--- src/rtl/fetch_req_tracker_pkg.sv ---
// Shared definitions for the fetch request tracker: sizing constants, the
// in-flight entry record and small helper functions.
package fetch_req_tracker_pkg;

    localparam int NUM_WF  = 40;
    localparam int WF_ID_W = 6;
    localparam int PC_W    = 32;
    localparam int DEPTH   = 8;
    localparam int PTR_W   = 3;

    // Count value meaning "every slot occupied".
    localparam logic [PTR_W:0] DEPTH_CNT = (PTR_W + 1)'(DEPTH);

    typedef struct packed {
        logic [WF_ID_W-1:0] wfid;
        logic [PC_W-1:0]    pc;
        logic               killed;
    } fetch_entry_t;

    // True when the ID addresses an existing wavefront slot.
    function automatic logic wfid_in_range(input logic [WF_ID_W-1:0] wfid);
        return (int'(wfid) < NUM_WF);
    endfunction

    // 32-bit increment that sticks at all-ones instead of wrapping.
    function automatic logic [31:0] sat_inc32(input logic [31:0] value);
        return (value == 32'hFFFF_FFFF) ? value : (value + 32'd1);
    endfunction

endpackage

--- src/rtl/fetch_req_tracker_fifo.sv ---
// In-order store of outstanding icache requests. Owns entry storage,
// read/write pointers, occupancy count and the kill-by-wfid marking used
// when a wavefront is flushed while its fetch is still in flight.
module fetch_tracker_fifo
    import fetch_req_tracker_pkg::*;
(
    input  logic               clk,
    input  logic               rst,
    input  logic               push,
    input  fetch_entry_t       push_entry,
    input  logic               pop,
    input  logic               flush_valid,
    input  logic [WF_ID_W-1:0] flush_wfid,
    output fetch_entry_t       head_entry,
    output logic [PTR_W:0]     count,
    output logic               full,
    output logic               empty
);

    fetch_entry_t       mem_r [DEPTH];
    logic [PTR_W-1:0]   wr_ptr_r;
    logic [PTR_W-1:0]   rd_ptr_r;
    logic [PTR_W:0]     count_r;
    logic               push_s;
    logic               pop_s;

    assign full       = (count_r == DEPTH_CNT);
    assign empty      = (count_r == {(PTR_W + 1){1'b0}});
    assign push_s     = push & ~full;
    assign pop_s      = pop & ~empty;
    assign head_entry = mem_r[rd_ptr_r];
    assign count      = count_r;

    // Entry storage with associative kill. Marking a free slot is harmless:
    // a later push overwrites the whole record with killed cleared, and a
    // push never targets a live slot, so the two writes cannot collide.
    always_ff @(posedge clk) begin
        if (rst) begin
            for (int i = 0; i < DEPTH; i++) begin
                mem_r[i] <= {$bits(fetch_entry_t){1'b0}};
            end
        end else begin
            for (int i = 0; i < DEPTH; i++) begin
                if (flush_valid && (mem_r[i].wfid == flush_wfid)) begin
                    mem_r[i].killed <= 1'b1;
                end
            end
            if (push_s) begin
                mem_r[wr_ptr_r] <= push_entry;
            end
        end
    end

    // Pointers wrap naturally at DEPTH (power of two); count tracks occupancy.
    always_ff @(posedge clk) begin
        if (rst) begin
            wr_ptr_r <= {PTR_W{1'b0}};
            rd_ptr_r <= {PTR_W{1'b0}};
            count_r  <= {(PTR_W + 1){1'b0}};
        end else begin
            if (push_s) begin
                wr_ptr_r <= wr_ptr_r + {{(PTR_W - 1){1'b0}}, 1'b1};
            end
            if (pop_s) begin
                rd_ptr_r <= rd_ptr_r + {{(PTR_W - 1){1'b0}}, 1'b1};
            end
            case ({push_s, pop_s})
                2'b10:   count_r <= count_r + {{PTR_W{1'b0}}, 1'b1};
                2'b01:   count_r <= count_r - {{PTR_W{1'b0}}, 1'b1};
                default: count_r <= count_r;
            endcase
        end
    end

endmodule

--- src/rtl/fetch_req_tracker.sv ---
// Fetch request tracker: sits between the fetch arbiter and the icache.
// Accepts one wavefront fetch per cycle, issues the icache read one cycle
// later, tags in-order icache returns with their wavefront, drops returns
// of flushed wavefronts and reports a pending mask plus credit to the
// arbiter. Optional macro FETCH_TRACK_PERF_EN adds saturating performance
// counters (perf_issued, perf_killed, perf_stall).
module fetch_req_tracker
    import fetch_req_tracker_pkg::*;
(
    input  logic               clk,
    input  logic               rst,
    input  logic               fetch_valid,
    input  logic [WF_ID_W-1:0] fetch_wfid,
    input  logic [PC_W-1:0]    fetch_pc,
    output logic               fetch_accept,
    output logic               credit_ok,
    output logic [NUM_WF-1:0]  pending_mask,
    output logic               icache_rd_en,
    output logic [PC_W-1:0]    icache_rd_addr,
    input  logic               icache_ack,
    input  logic               flush_valid,
    input  logic [WF_ID_W-1:0] flush_wfid,
    output logic               inst_valid,
    output logic [WF_ID_W-1:0] inst_wfid,
    output logic [PC_W-1:0]    inst_pc,
    output logic               ack_err
`ifdef FETCH_TRACK_PERF_EN
    ,
    output logic [31:0]        perf_issued,
    output logic [31:0]        perf_killed,
    output logic [31:0]        perf_stall
`endif
);

    localparam int WF_SPACE = 1 << WF_ID_W;

    logic [NUM_WF-1:0]   pending_r;
    logic [WF_SPACE-1:0] pending_ext_s;
    logic                rd_en_r;
    logic [PC_W-1:0]     rd_addr_r;
    logic                inst_valid_r;
    logic [WF_ID_W-1:0]  inst_wfid_r;
    logic [PC_W-1:0]     inst_pc_r;
    logic                ack_err_r;

    logic                accept_s;
    logic                pop_s;
    logic                head_killed_s;
    logic                fifo_full_s;
    logic                fifo_empty_s;
    logic [PTR_W:0]      fifo_count_s;
    fetch_entry_t        head_s;
    fetch_entry_t        push_entry_s;

    // Zero-extended view so any 6-bit ID indexes a real bit (IDs >= NUM_WF read 0).
    assign pending_ext_s = {{(WF_SPACE - NUM_WF){1'b0}}, pending_r};

    assign accept_s = fetch_valid & ~fifo_full_s & wfid_in_range(fetch_wfid)
                    & ~pending_ext_s[fetch_wfid]
                    & ~(flush_valid & (flush_wfid == fetch_wfid));

    // A same-cycle flush of the head's wavefront kills the return being popped.
    assign pop_s         = icache_ack & ~fifo_empty_s;
    assign head_killed_s = head_s.killed | (flush_valid & (flush_wfid == head_s.wfid));

    assign push_entry_s = '{wfid: fetch_wfid, pc: fetch_pc, killed: 1'b0};

    fetch_tracker_fifo u_fifo (
        .clk         (clk),
        .rst         (rst),
        .push        (accept_s),
        .push_entry  (push_entry_s),
        .pop         (pop_s),
        .flush_valid (flush_valid),
        .flush_wfid  (flush_wfid),
        .head_entry  (head_s),
        .count       (fifo_count_s),
        .full        (fifo_full_s),
        .empty       (fifo_empty_s)
    );

    // Pending bit per wavefront: set on accept, cleared when its entry pops
    // (killed or not), so a flushed wavefront waits for its stale return.
    always_ff @(posedge clk) begin
        if (rst) begin
            pending_r <= {NUM_WF{1'b0}};
        end else begin
            if (pop_s) begin
                pending_r[head_s.wfid] <= 1'b0;
            end
            if (accept_s) begin
                pending_r[fetch_wfid] <= 1'b1;
            end
        end
    end

    // Icache read strobe one cycle after accept; the address holds between reads.
    always_ff @(posedge clk) begin
        if (rst) begin
            rd_en_r   <= 1'b0;
            rd_addr_r <= {PC_W{1'b0}};
        end else begin
            rd_en_r <= accept_s;
            if (accept_s) begin
                rd_addr_r <= fetch_pc;
            end
        end
    end

    // Registered instruction return; killed heads pop silently.
    always_ff @(posedge clk) begin
        if (rst) begin
            inst_valid_r <= 1'b0;
            inst_wfid_r  <= {WF_ID_W{1'b0}};
            inst_pc_r    <= {PC_W{1'b0}};
        end else begin
            inst_valid_r <= pop_s & ~head_killed_s;
            if (pop_s) begin
                inst_wfid_r <= head_s.wfid;
                inst_pc_r   <= head_s.pc;
            end
        end
    end

    // Sticky flag for an acknowledge arriving with nothing outstanding.
    always_ff @(posedge clk) begin
        if (rst) begin
            ack_err_r <= 1'b0;
        end else if (icache_ack && fifo_empty_s) begin
            ack_err_r <= 1'b1;
        end
    end

`ifdef FETCH_TRACK_PERF_EN
    logic [31:0] perf_issued_r;
    logic [31:0] perf_killed_r;
    logic [31:0] perf_stall_r;

    // Saturating event counters for accepts, killed pops and stalled requests.
    always_ff @(posedge clk) begin
        if (rst) begin
            perf_issued_r <= 32'd0;
            perf_killed_r <= 32'd0;
            perf_stall_r  <= 32'd0;
        end else begin
            if (accept_s) begin
                perf_issued_r <= sat_inc32(perf_issued_r);
            end
            if (pop_s && head_killed_s) begin
                perf_killed_r <= sat_inc32(perf_killed_r);
            end
            if (fetch_valid && !accept_s) begin
                perf_stall_r <= sat_inc32(perf_stall_r);
            end
        end
    end

    assign perf_issued = perf_issued_r;
    assign perf_killed = perf_killed_r;
    assign perf_stall  = perf_stall_r;
`endif

    assign fetch_accept   = accept_s;
    assign credit_ok      = (fifo_count_s != DEPTH_CNT);
    assign pending_mask   = pending_r;
    assign icache_rd_en   = rd_en_r;
    assign icache_rd_addr = rd_addr_r;
    assign inst_valid     = inst_valid_r;
    assign inst_wfid      = inst_wfid_r;
    assign inst_pc        = inst_pc_r;
    assign ack_err        = ack_err_r;

endmodule

--- config.mk ---
export PLATFORM = sky130hd
export DESIGN_NAME = fetch_req_tracker
export DESIGN_NICKNAME = d
export VERILOG_FILES = /design/src/rtl/fetch_req_tracker_pkg.sv /design/src/rtl/fetch_req_tracker_fifo.sv /design/src/rtl/fetch_req_tracker.sv
export SDC_FILE = /design/constraint.sdc
export NUM_CORES = 1
export LEC_CHECK = 0
export CAP_MARGIN = 20
export CORE_MARGIN = 2
export CORE_UTILIZATION = 45
export DETAILED_ROUTE_END_ITERATION = 10
export GPL_TIMING_DRIVEN = 0
export PLACE_DENSITY = 0.67
export REMOVE_ABC_BUFFERS = 1
export SETUP_SLACK_MARGIN = 0.5
export SLEW_MARGIN = 10
export SYNTH_ARGS = -nofsm -noshare
export SYNTH_HDL_FRONTEND = slang
export SYNTH_SLANG_ARGS = --single-unit
--- constraint.sdc ---
create_clock -name clk -period 13.16 [get_ports clk]
set_clock_uncertainty 0.1 [all_clocks]
set_input_delay 2.632 -clock clk [delete_from_list [all_inputs] [get_ports clk]]
set_output_delay 2.632 -clock clk [all_outputs]
set_load 0.1 [all_outputs]
==> impl_metrics.ini <==
[critical_path]
crit_arrival_ps = 7650
cp-end-kind = output port
crit_fanout = 63
required_ps = 10430
worstSetupPathType = input pin to output port
r2r_cells = 8
worstSetupStartpointType = input pin

[run_status]
status = completed

[power_and_ir_drop]
p_leak_nw = 7.84
ir_drop_uv = 149
p_per_area_nw_per_um2 = 190
p_total_w = 0.00447

[synthesis]
synth.distinct_cells = 55
synthArstFlopShare = 0
avgSynthCellArea_um2 = 12.0
yosysWarnings = 0
ys_ff_latch = 438
synthTopCellsByArea = edfxtp_1 (47%), dfxtp_1 (14%), mux4_2 (9.6%)
synth_top_area_cell = edfxtp_1
seq_area_frac_synth = 0.605
syn-instance-count = 1628
synth-edff-count = 304
synth_area_um2 = 19500
synth_top_flop_cell = edfxtp_1
yosys.area.top_type_share = 0.468

[floorplanning]
rows = 76
die_w_um = 212
pin_count = 164
core_um2 = 42900
start_util = 0.455
die_height_um = 212
dieArea_um2 = 45000

[clock_tree]
post-cts-setup-buffer-count = 0
numCtsBuffers = 47
postCtsHoldBufs = 0
cts_tree = built
clock_sinks = 438
cts_buffer_depth = 3
cts_max_level = 2
clk_latency_ps = 600
path_clk_slew_ps = 50
clockRootBuffer = clkbuf_16
cts_resized = 0

[sta]
worst_pin_slew_ps = 1140
final-hold-violation-count = 0
fin_crit_sh = 0.789
slew_violations = 0
max_freq_mhz = 96.3
setup_viol = 0
slew_headroom = 0.240
rsz0062_at_grt = false
period_minus_slack_ps = 10380

[hold_path]
holdPathStages = 2
hp-class = register to register

[grt]
grt_pass1_wl_um = 79400
antenna_found_initial = 0
overflow = 0
grt_max_degree = 73
grt_pass1_vias = 13600
grt_util_all_layers = 0.237

[place]
portBuffers = 163
gp_congestion = 0.860
hpwl_um = 31900
place_area_um2 = 21900

[routing]
drc = 0
drt_iter0_markers = 1046
ant_nets = 0
wl_um = 53200
vias = 13500
dr.pass1.iters = 5
wl_per_cell_um = 22.5
viasPerCell = 5.73

[cells_and_area]
nets = 1791
nFillCells = 3532
final-seq-area_um2 = 11800
multi_input_area_um2 = 7150
syn2layout_area_growth_pct = 20.8
postLayoutCellArea_um2 = 23600
final_layout_size_suffix_gt1_frac = 0.127

[flow_run]
max_cap_viol_count = 0
synthesized netlist by cell type (2+ instances only):
cell type,number
a221oi_1,2
nand3b_1,3
nand3_1,29
o211ai_1,18
nor4b_1,2
or4_1,5
nand4_1,11
o211a_1,4
nor4_1,9
o21ai_0,37
o41ai_1,2
a211oi_1,43
a31oi_1,4
and3b_1,3
buf_6,9
xnor2_1,31
mux2i_1,48
mux4_2,83
ha_1,4
nor3_1,8
inv_1,7
dfxtp_1,134
nand2_1,165
inv_2,2
a21o_1,5
or2_2,11
or3_1,3
nor3b_1,6
nor2_1,352
nand2b_1,13
and2_1,21
buf_2,37
mux2_2,3
clkbuf_1,66
edfxtp_1,304
o31ai_1,9
a21oi_1,62
nor2b_1,10
buf_1,14
xor2_1,34
state kept, by name, indices dropped and copies added, names as in the netlist, named ones only:
signal and count:
icache_rd_addr 32, inst_pc 32, pending_mask 40, u_fifo.rd_ptr_r 3, inst_valid 1, u_fifo.wr_ptr_r 3
inst_wfid 6, u_fifo.count 4, ack_err 1, u_fifo.mem_r 312, icache_rd_en 1
worst max-delay path, cell delays in order:
cell and delay (ps):
clkdlybuf4s50_1 1220, nand2_1 310, a21oi_1 240, a211oi_1 120
nor4_4 390, nand2_4 540, inv_4 880, clkdlybuf4s50_1 1280
layout make-up:
type,instances,share of cell area
well taps,585,0.0311
multi-input cells,1054,0.303
clock inverters,21,0.0107
flip-flops and latches,438,0.502
repair buffers,188,0.0912
inverters,9,0.00165
clock buffers,67,0.0601
diodes,1,0.000106
where the power goes:
| group | switching (W) | internal, W |
|---|---|---|
| sequential | 0.0000946 | 0.00161 |
| clock | 0.000565 | 0.000833 |
| combinational | 0.000943 | 0.000424 |
| total | 0.00160 | 0.00286 |
placed cells by master (no fill, tap or decap), types with 10 or more instances in the layout:
cell type and instances:
mux4_2 83, xnor2_1 31, nand4_1 11, nand2b_1 13
nand3_1 27, xor2_1 34, clkbuf_16 51, and2_1 21
dfxtp_1 131, edfxtp_1 304, a21oi_1 62, or2_2 11
o21ai_0 37, mux2i_1 48, nor2_1 352, clkdlybuf4s50_1 161
a211oi_1 43, buf_16 10, nand2_1 160, o211ai_1 18
kinds of logic after synthesis:
kind of cell	synth area share
and+or+nand+nor	0.146
xor gates and xnor gates	0.0292
adders and majority gates	0.00257
muxes	0.122
DFF	0.605
buffers and inverters	0.0322
AOI/OAI and AO/OA	0.0627
metrics by stage:
| stage | hold slack [ps] | setup TNS [ps] | utilization | std cells | setup slack [ps] |
|---|---|---|---|---|---|
| after detailed placement | 348 | 0 | 0.510 | 2273 | 2790 |
| after global routing | 369 | 0 | 0.549 | 2362 | 2540 |
| after CTS | 356 | 0 | 0.549 | 2361 | 2770 |
| final | 352 | 0 | 0.549 | 2363 | 2780 |
| after floorplan | 367 | 0 | - | 1501 | 5420 |
| after global placement | 343 | -15500 | 0.496 | 2249 | -413 |
routing by layer:
metal,vias up,routed length (µm),global-route usage
met1,6777,22000,0.313
li1,6088,-,-
met4,0,1430,0.0851
met2,573,26000,0.401
met3,99,3750,0.0335
met5,-,0,0
worst paths after layout:
path | from | slack [ps] | to
setup / recovery | fetch_wfid[2] | 2780 | fetch_accept
hold / removal | icache_rd_addr[30]$_SDFFE_PP0N_ | 350 | icache_rd_addr[30]$_SDFFE_PP0N_
setup reg to reg | pending_mask[7]$_SDFF_PP0_ | 7830 | u_fifo.mem_r[0][37]$_DFFE_PP_
hold reg to reg | icache_rd_addr[30]$_SDFFE_PP0N_ | 350 | icache_rd_addr[30]$_SDFFE_PP0N_
Note: power is estimated with default switching activity, not from simulation.
